[config.mk]
export PLATFORM = sky130hd
export DESIGN_NAME = si571_pll_loop_filter
export DESIGN_NICKNAME = d
export VERILOG_FILES = /design/src/rtl/si571_pll_pkg.sv /design/src/rtl/si571_pll_sync.sv /design/src/rtl/si571_pll_loop_filter.sv
export SDC_FILE = /design/constraint.sdc
export NUM_CORES = 1
export LEC_CHECK = 0
export BUFFER_PORTS_ARGS = -buffer_cell sky130_fd_sc_hd__clkbuf_2
export CAP_MARGIN = 20
export CORE_ASPECT_RATIO = 1.4
export CORE_MARGIN = 5
export CORE_UTILIZATION = 61
export CTS_BUF_LIST = sky130_fd_sc_hd__clkbuf_8
export DETAILED_ROUTE_END_ITERATION = 8
export GPL_ROUTABILITY_DRIVEN = 0
export PLACE_DENSITY = 0.81
export SKIP_CTS_REPAIR_TIMING = 1
export SLEW_MARGIN = 20
export SYNTH_ARGS = -nofsm -noshare
export SYNTH_HDL_FRONTEND = slang
export SYNTH_SLANG_ARGS = --single-unit
[constraint.sdc]
create_clock -name clk_i -period 4.37 [get_ports clk_i]
set_clock_uncertainty 0.1 [all_clocks]
set_input_delay 0 -clock clk_i [delete_from_list [all_inputs] [get_ports clk_i]]
set_output_delay 0 -clock clk_i [all_outputs]
set_load 0.02 [all_outputs]
[src/rtl/si571_pll_pkg.sv]
// Shared types and defaults for the Si571 PLL loop filter: FSM state
// encoding, default parameter values and loss-counter helpers.
package si571_pll_pkg;

  typedef enum logic [1:0] {
    ST_IDLE    = 2'd0,
    ST_ACQUIRE = 2'd1,
    ST_LOCKED  = 2'd2,
    ST_LOST    = 2'd3
  } pll_state_e;

  localparam int DEF_DW       = 16;
  localparam int DEF_ACC_W    = 24;
  localparam int DEF_DECIM    = 1024;
  localparam int DEF_LOCK_CNT = 1250000;
  localparam int LOSS_CNT_W   = 16;

  localparam logic [LOSS_CNT_W-1:0] LOSS_ONE = {{(LOSS_CNT_W-1){1'b0}}, 1'b1};

  function automatic logic [LOSS_CNT_W-1:0] loss_sat_inc(input logic [LOSS_CNT_W-1:0] v);
    if (v == {LOSS_CNT_W{1'b1}}) begin
      loss_sat_inc = v;
    end else begin
      loss_sat_inc = v + LOSS_ONE;
    end
  endfunction

endpackage

[src/rtl/si571_pll_sync.sv]
// Two-flop synchroniser for one asynchronous detector line into clk_i.
module si571_pll_sync
  import si571_pll_pkg::*;
#(
  parameter logic RST_VAL = 1'b0
) (
  input  logic clk_i,
  input  logic pll_ff_rst,
  input  logic d,
  output logic q
);

  logic meta_r;
  logic sync_r;

  // Metastability filter chain
  always_ff @(posedge clk_i or negedge pll_ff_rst) begin
    if (!pll_ff_rst) begin
      meta_r <= RST_VAL;
      sync_r <= RST_VAL;
    end else begin
      meta_r <= d;
      sync_r <= meta_r;
    end
  end

  assign q = sync_r;

endmodule

[src/rtl/si571_pll_loop_filter.sv]
// Si571 PLL loop filter: saturating pump integrator, decimated offset-binary
// VCXO word and lock supervision. Define SI571_PLL_HOLDOVER_EN to freeze the
// integrator while the loop is in LOST.
module si571_pll_loop_filter
  import si571_pll_pkg::*;
#(
  parameter int DW       = DEF_DW,
  parameter int ACC_W    = DEF_ACC_W,
  parameter int DECIM    = DEF_DECIM,
  parameter int LOCK_CNT = DEF_LOCK_CNT
) (
  input  logic                  clk_i,
  input  logic                  pll_ff_rst,
  input  logic                  pll_cfg_en,
  input  logic                  pll_hi_i,
  input  logic                  pll_lo_i,
  input  logic                  pll_ok_i,
  input  logic                  loss_clr_i,
  output logic [DW-1:0]         ctrl_word_o,
  output logic                  ctrl_valid_o,
  output logic                  lock_o,
  output logic [1:0]            state_o,
  output logic [LOSS_CNT_W-1:0] loss_cnt_o
);

  localparam int DCW = (DECIM > 1) ? $clog2(DECIM) : 1;
  localparam int QW  = $clog2(LOCK_CNT + 1);

  localparam logic [ACC_W-1:0] ACC_MAX   = {1'b0, {(ACC_W-1){1'b1}}};
  localparam logic [ACC_W-1:0] ACC_MIN   = {1'b1, {(ACC_W-1){1'b0}}};
  localparam logic [ACC_W-1:0] ACC_ONE   = {{(ACC_W-1){1'b0}}, 1'b1};
  localparam logic [DW-1:0]    CTRL_MID  = {1'b1, {(DW-1){1'b0}}};
  localparam logic [DCW-1:0]   DEC_LAST  = DCW'(DECIM - 1);
  localparam logic [DCW-1:0]   DEC_ONE   = {{(DCW-1){1'b0}}, 1'b1};
  localparam logic [QW-1:0]    QUAL_LAST = QW'(LOCK_CNT - 1);
  localparam logic [QW-1:0]    QUAL_ONE  = {{(QW-1){1'b0}}, 1'b1};

  logic             hi_s, lo_s, ok_s;
  pll_state_e       state_r;
  logic [QW-1:0]    qual_r;
  logic [ACC_W-1:0] acc_r, acc_nxt_s;
  logic [DCW-1:0]   dec_r;
  logic             dec_wrap_s, int_en_s, loss_ev_s;

  si571_pll_sync u_sync_hi (.clk_i(clk_i), .pll_ff_rst(pll_ff_rst), .d(pll_hi_i), .q(hi_s));
  si571_pll_sync u_sync_lo (.clk_i(clk_i), .pll_ff_rst(pll_ff_rst), .d(pll_lo_i), .q(lo_s));
  si571_pll_sync u_sync_ok (.clk_i(clk_i), .pll_ff_rst(pll_ff_rst), .d(pll_ok_i), .q(ok_s));

`ifdef SI571_PLL_HOLDOVER_EN
  assign int_en_s = (state_r == ST_ACQUIRE) || (state_r == ST_LOCKED);
`else
  assign int_en_s = (state_r == ST_ACQUIRE) || (state_r == ST_LOCKED) || (state_r == ST_LOST);
`endif

  assign dec_wrap_s = (dec_r == DEC_LAST);
  assign loss_ev_s  = pll_cfg_en && (state_r == ST_LOCKED) && !ok_s;

  // Next integrator value: clear when disabled, else saturating +/-1 step
  always_comb begin
    acc_nxt_s = acc_r;
    if (!pll_cfg_en || (state_r == ST_IDLE)) begin
      acc_nxt_s = '0;
    end else if (int_en_s && hi_s && lo_s && (acc_r != ACC_MAX)) begin
      acc_nxt_s = acc_r + ACC_ONE;
    end else if (int_en_s && !hi_s && !lo_s && (acc_r != ACC_MIN)) begin
      acc_nxt_s = acc_r - ACC_ONE;
    end else begin
      acc_nxt_s = acc_r;
    end
  end

  // Integrator, free-running decimator and offset-binary output word
  always_ff @(posedge clk_i or negedge pll_ff_rst) begin
    if (!pll_ff_rst) begin
      acc_r        <= '0;
      dec_r        <= '0;
      ctrl_word_o  <= CTRL_MID;
      ctrl_valid_o <= 1'b0;
    end else begin
      acc_r        <= acc_nxt_s;
      dec_r        <= dec_wrap_s ? '0 : (dec_r + DEC_ONE);
      ctrl_valid_o <= dec_wrap_s;
      if (dec_wrap_s) begin
        ctrl_word_o <= acc_r[ACC_W-1 -: DW] ^ CTRL_MID;
      end
    end
  end

  // Lock supervision FSM; status outputs are a registered view of the state
  always_ff @(posedge clk_i or negedge pll_ff_rst) begin
    if (!pll_ff_rst) begin
      state_r <= ST_IDLE;
      qual_r  <= '0;
      state_o <= 2'd0;
      lock_o  <= 1'b0;
    end else begin
      state_o <= state_r;
      lock_o  <= (state_r == ST_LOCKED);
      if (!pll_cfg_en) begin
        state_r <= ST_IDLE;
        qual_r  <= '0;
      end else begin
        case (state_r)
          ST_IDLE: begin
            state_r <= ST_ACQUIRE;
            qual_r  <= '0;
          end
          ST_ACQUIRE, ST_LOST: begin
            if (!ok_s) begin
              qual_r <= '0;
            end else if (qual_r == QUAL_LAST) begin
              qual_r  <= '0;
              state_r <= ST_LOCKED;
            end else begin
              qual_r <= qual_r + QUAL_ONE;
            end
          end
          ST_LOCKED: begin
            qual_r <= '0;
            if (!ok_s) begin
              state_r <= ST_LOST;
            end
          end
          default: begin
            state_r <= ST_IDLE;
            qual_r  <= '0;
          end
        endcase
      end
    end
  end

  // Loss-event counter; a clear landing on a loss event leaves a count of one
  always_ff @(posedge clk_i or negedge pll_ff_rst) begin
    if (!pll_ff_rst) begin
      loss_cnt_o <= '0;
    end else if (loss_ev_s) begin
      loss_cnt_o <= loss_clr_i ? LOSS_ONE : loss_sat_inc(loss_cnt_o);
    end else if (loss_clr_i) begin
      loss_cnt_o <= '0;
    end else begin
      loss_cnt_o <= loss_cnt_o;
    end
  end

endmodule

## Word level (Yosys, flattened, before mapping)

Index checks and enable logic that the tools add are counted.

| operators by class | value |
|---|---|
| add/sub/neg operators | 5 |
| equal/unequal tests | 12 |
| multiplexer cells | 17 |
| bitwise logic cells | 1 |
| reductions and logical operators | 22 |

Operator list:

| kind | number |
|---|---|
| two-way mux 24 bit | 3 |
| two-way mux 16 bit | 4 |
| two-way mux 21 bit | 3 |
| case mux 21 bit (2 select lines) | 1 |
| adder 24 x 1 -> 24 bit (second input constant) | 1 |
| inequality test 24 x 23 -> 1 bit (second input constant) | 1 |
| inequality test 24 bit (second input constant) | 1 |
| subtractor 24 x 1 -> 24 bit (second input constant) | 1 |
| adder 21 x 1 -> 21 bit (second input constant) | 1 |
| == test 21 bit (second input constant) | 1 |
| adder 16 x 1 -> 16 bit (second input constant) | 1 |
| == test 16 bit (second input constant) | 1 |
| adder 10 x 1 -> 10 bit (second input constant) | 1 |
| == test 10 bit (second input constant) | 1 |
| two-way mux 10 bit | 1 |
| logical AND 1 bit | 8 |
| two-way mux 2 bit | 4 |
| inequality test 3 bit (second input constant) | 2 |
| case mux 2 bit (3 select lines) | 1 |
| == test 2 bit (second input constant) | 2 |
| zero test 1 bit | 4 |
| OR reduction 2 bit | 2 |
| logical OR 1 bit | 3 |
| inequality test 3 x 2 -> 1 bit (second input constant) | 1 |
| 8 further kinds | 8 |

| word-level totals | value |
|---|---|
| flip-flop bits (word level) | 99 |
| bits of input ports | 7 |
| output and inout bits | 36 |

## Longest topological paths before layout

| depth | value |
|---|---|
| word-level depth | 9 |
| depth in mapped cells | 12 |

## Cells and area by module

Synthesis repeated with hierarchy kept, for this count alone.

| second synthesis, totals | value |
|---|---|
| cells, all modules | 545 |
| area, all modules | 5,381.4 um^2 |

Modules (own cells, without submodules):

| module | instances | cells each | area each (um^2) |
|---|---|---|---|
| si571_pll_loop_filter | 1 | 539 | 5,231.3 |
| si571_pll_sync | 3 | 2 | 50.0 |

## Least setup slack after synthesis

Ideal clock, no wire load.

| timing | value |
|---|---|
| path kind | reg-to-reg |
| from | register acc_r[21] |
| to | register acc_r[20] |
| library setup time | 122 ps |
| arrival time | 3,553 ps |
| path slack | 596 ps |
| cell stages (with the launch flop) | 12 |
| path buffers | 0 |
| period minus slack after synthesis | 3,774 ps |
| cells stage by stage | dfrtp_1 > nand4_1 > nor4_1 > a211o_1 > ha_1 > a21o_1 > a21o_1 > a21o_1 > o31a_1 > or4_1 > a211o_1 > a32o_1 |

| between the ends | value |
|---|---|
| longest elaborated chain between the ends | 4 |

RTL lines:

| element | RTL line | RTL |
|---|---|---|
| from (decl) | si571_pll_loop_filter.sv:41 | `logic [ACC_W-1:0] acc_r, acc_nxt_s;` |
| from (signal assigned) | si571_pll_loop_filter.sv:80 | `acc_r <= acc_nxt_s;` |
| inequality test 24 x 23 -> 1 bit | si571_pll_loop_filter.sv:63 | `end else if (int_en_s && hi_s && lo_s && (acc_r != ACC_MAX)) begin` |
| logical AND 1 bit | si571_pll_loop_filter.sv:63 |  |
| two-way mux 24 bit | si571_pll_loop_filter.sv:63 |  |
| two-way mux 24 bit | si571_pll_loop_filter.sv:61 | `if (!pll_cfg_en \|\| (state_r == ST_IDLE)) begin` |

Parallel ways exist; a longest one is shown, timed or not.
A chain may end at the register's enable or synchronous reset.

## Final worst setup path

| timing | value |
|---|---|
| from | register acc_r[13] |
| to | register acc_r[21] |

| between the ends | value |
|---|---|
| longest elaborated chain between the ends | 4 |

RTL lines:

| element | RTL line |
|---|---|
| subtractor 24 x 1 -> 24 bit or inequality test 24 x 23 -> 1 bit (tied branches) | si571_pll_loop_filter.sv:66, si571_pll_loop_filter.sv:63 |
| two-way mux 24 bit or logical AND 1 bit (tied branches) | si571_pll_loop_filter.sv:65, si571_pll_loop_filter.sv:63 |
| two-way mux 24 bit | si571_pll_loop_filter.sv:63 |
| two-way mux 24 bit | si571_pll_loop_filter.sv:61 |

Parallel ways exist; a longest one is shown, timed or not. The select of a mux whose other input is x is not followed.

==> impl_metrics.env <==
export IMPL_drt_iter0_drc=249
export IMPL_synthDistinctLibCells=56
export IMPL_switching_share_pct=38.4
export IMPL_total_power_mw=2.95
export IMPL_hold_viol_final=0
export IMPL_maxCapViolCount=0
export IMPL_routed_wl_microns=12100
export IMPL_async_reset_ff_share_pct=100
export IMPL_yosys_area_top_type="dfrtp_1"
export IMPL_cts_tree="done"
export IMPL_antenna_found_initial=0
export IMPL_synth_nets=580
export IMPL_finalInstanceArea_sq_um=6030
export IMPL_path_class="register to register"
export IMPL_synth_area_mux_share_pct=3.52
export IMPL_p_per_area_nw_per_um2=489
export IMPL_period_share_pct=92.7
export IMPL_fmax_mhz=247
export IMPL_grt_use_total_pct=24.1
export IMPL_ys_warn_count=0
export IMPL_cts_buffers=9
export IMPL_synth_seq_area_share_pct=45.8
export IMPL_vias=4340
export IMPL_syn_inst=544
export IMPL_grt_pass1_vias=4321
export IMPL_synth_fa_ha_area_share_pct=6.85
export IMPL_slew_headroom_pct=28.8
export IMPL_ant_nets=0
export IMPL_rr_worst_depth=11
export IMPL_ys_top_cells_by_count="98 x dfrtp_1, 56 x nor2_1, 50 x nand2_1, 35 x xor2_1, 28 x ha_1"
export IMPL_worstSetupEndpointType="register"
export IMPL_ys_flop_type="dfrtp_1"
export IMPL_syn_area_per_cell_sq_um=9.94
export IMPL_antennaDiodeCount=0
export IMPL_synth_area_sq_um=5410
export IMPL_insertion_delay_ns=0.37
export IMPL_start_util_pct=62.8
export IMPL_synth_seq_cells=99
export IMPL_rsz0062_at_grt="no"
export IMPL_path_clk_slew_ns=0.11
export IMPL_setup_viol=0
export IMPL_min_path_type="primary input to async pin"
export IMPL_hpwl_microns=8920
export IMPL_portBuffers=42
export IMPL_critPathLaunchType="register"
export IMPL_post_dp_cell_area_sq_um=5760
export IMPL_layoutNonFillerInstCount=707
export IMPL_pwr_share_seq_pct=36.6
export IMPL_cp_arrival_ns=4.24
export IMPL_rows=40
export IMPL_grt_max_degree=70
export IMPL_netlist_area_leader_share_pct=45.3
export IMPL_drc=0
export IMPL_p_int_mw=1.81
export IMPL_layout_drive_gt1_share_pct=14.6
export IMPL_htree_num_levels=3
export IMPL_core_area_sq_um=8610
export IMPL_synth_edf_count=0
export IMPL_combPwrFrac_pct=42.4
export IMPL_tightest_slew_ns=1.07
export IMPL_p_sw_mw=1.13
export IMPL_die_w_microns=89.6
export IMPL_irDropWorstVdd_mv=0.308
export IMPL_io_pins=43
export IMPL_synth_xor_area_share_pct=8.58
export IMPL_cp_max_fo=16
export IMPL_p_clk_share_pct=21.0
export IMPL_synth_compound_area_share_pct=14.5
export IMPL_fin_crit_ns=4.05
export IMPL_synth_top_family_by_area="simple AND/OR/NAND/NOR gates"
export IMPL_clk_path_buf_depth=2
export IMPL_p_leak_nw=2.81
export IMPL_critical_path_required_ns=4.56
export IMPL_outcome="complete, no violations"
export IMPL_synthSimpleGateAreaFrac_pct=18.5
export IMPL_nNetsFinal=633
export IMPL_grt_pass1_wl_microns=20600
export IMPL_synth_area_top_cells="dfrtp_1 45%, ha_1 6.5%, xor2_1 5.7%"
export IMPL_wl_per_cell_microns=17.2
export IMPL_setup_tns_ns=0
export IMPL_cts_root_buffer="clkbuf_8"
export IMPL_slew_viol_final=0
export IMPL_viasPerCell=6.14
export IMPL_drt_pass1_iter_count=5
export IMPL_cts_sinks=99
export IMPL_area_delta_synth_final_pct=11.5
export IMPL_dp_cells=685
export IMPL_overflow=0
export IMPL_die_area_sq_um=10900
export IMPL_synth_most_common_cell="dfrtp_1"
export IMPL_die_h_microns=121
## cell type report
type	count	area, sq um
inverter	18	67.6
clock inverter	5	61.3
fill	626	2570
tap	105	131
multi-input combinational	413	2810
timing repair buffer	56	333
sequential	99	2480
clock buffer	11	151
## power by group through the flow
stage / logic, mW / clock network, mW / registers, mW
6_report: 1.25 / 0.619 / 1.08
5_1_grt: 1.37 / 0.665 / 1.09
3_5_place_dp: 1.21 / 0 / 1.09
2_1_floorplan: 0.922 / 0 / 1.07
3_3_place_gp: 1.18 / 0 / 1.09
4_1_cts: 1.22 / 0.627 / 1.08
## path summary, 6_finish.rpt
check / startpoint / end / slack (ns)
worst max-delay path: acc_r[13] / acc_r[21] / 0.32
worst min-delay path: pll_ff_rst / loss_cnt_o[11] / 0.18
worst max register to register: acc_r[13] / acc_r[21] / 0.32
worst min register to register: u_sync_ok.meta_r / u_sync_ok.q / 0.28
max in group asynchronous: pll_ff_rst / qual_r[7] / 3.07
min in group clk_i: pll_ok_i / u_sync_ok.meta_r / 0.19
## routing by layer
| layer | routed length (microns) | track usage [%] | part of all wire [%] |
|---|---|---|---|
| met5 | 0 | 0 | 0 |
| met3 | 638 | 3.67 | 5.3 |
| met4 | 364 | 11.1 | 3.0 |
| met1 | 4890 | 29.9 | 40 |
| met2 | 6250 | 40.4 | 51 |
## cell usage in the layout (no fill, tap or decap), types with 5 or more instances in the layout
cell type and n:
nor3_1 6, mux2_2 16, a211oi_1 6, clkbuf_8 11, nand3_1 22, and2_1 7, a21oi_1 18, xor2_1 35
nand4_1 16, nor2b_1 8, o31ai_1 12, and4_1 5, and3_1 9, nand2_1 50, buf_4 9, dfrtp_1 98
clkbuf_2 41, a22o_1 5, ha_1 28, inv_1 18, dlygate4sd3_1 6, a21o_1 10, nor4_1 8, nor2_1 56
xnor2_1 18, o21ai_0 22
## cells by family (layout without fill, tap and decap cells)
logic type	after synthesis	in the layout
fa+ha+maj	29	29
mux	17	17
simple gates	203	203
xor+xnor	53	53
buf+inv	32	90
compound gates	111	111
flops	99	99
## metrics by stage
stage / hold WS (ns) / util [%] / setup WS [ns]
after floorplan: -0.396 / - / 0.596
after global placement: 0.0138 / 66.9 / 0.490
after detailed placement: 0.0182 / 66.9 / 0.401
after CTS: -0.369 / 69.4 / 0.368
after global routing: 0.183 / 70.1 / 0.156
final: 0.180 / 70.1 / 0.318
## sequential cells by signal, indices dropped and copies added, names as in the netlist, 2 cells and up
name,count
loss_cnt_o,16
acc_r,24
dec_r,10
ctrl_word_o,16
qual_r,21
state_o,2
state_r,2
## critical path, cell delays in order (launching register included)
cell and delay, ns:
dfrtp_1 0.44, nand4_1 0.15, nor4_1 0.31, a211o_1 0.54, ha_1 0.40, and3_1 0.25, a221o_1 0.38, a221o_1 0.42
o31a_1 0.36, a221oi_2 0.31, xor2_1 0.10, o31ai_1 0.20
Note: power is estimated with default switching activity, not from simulation.
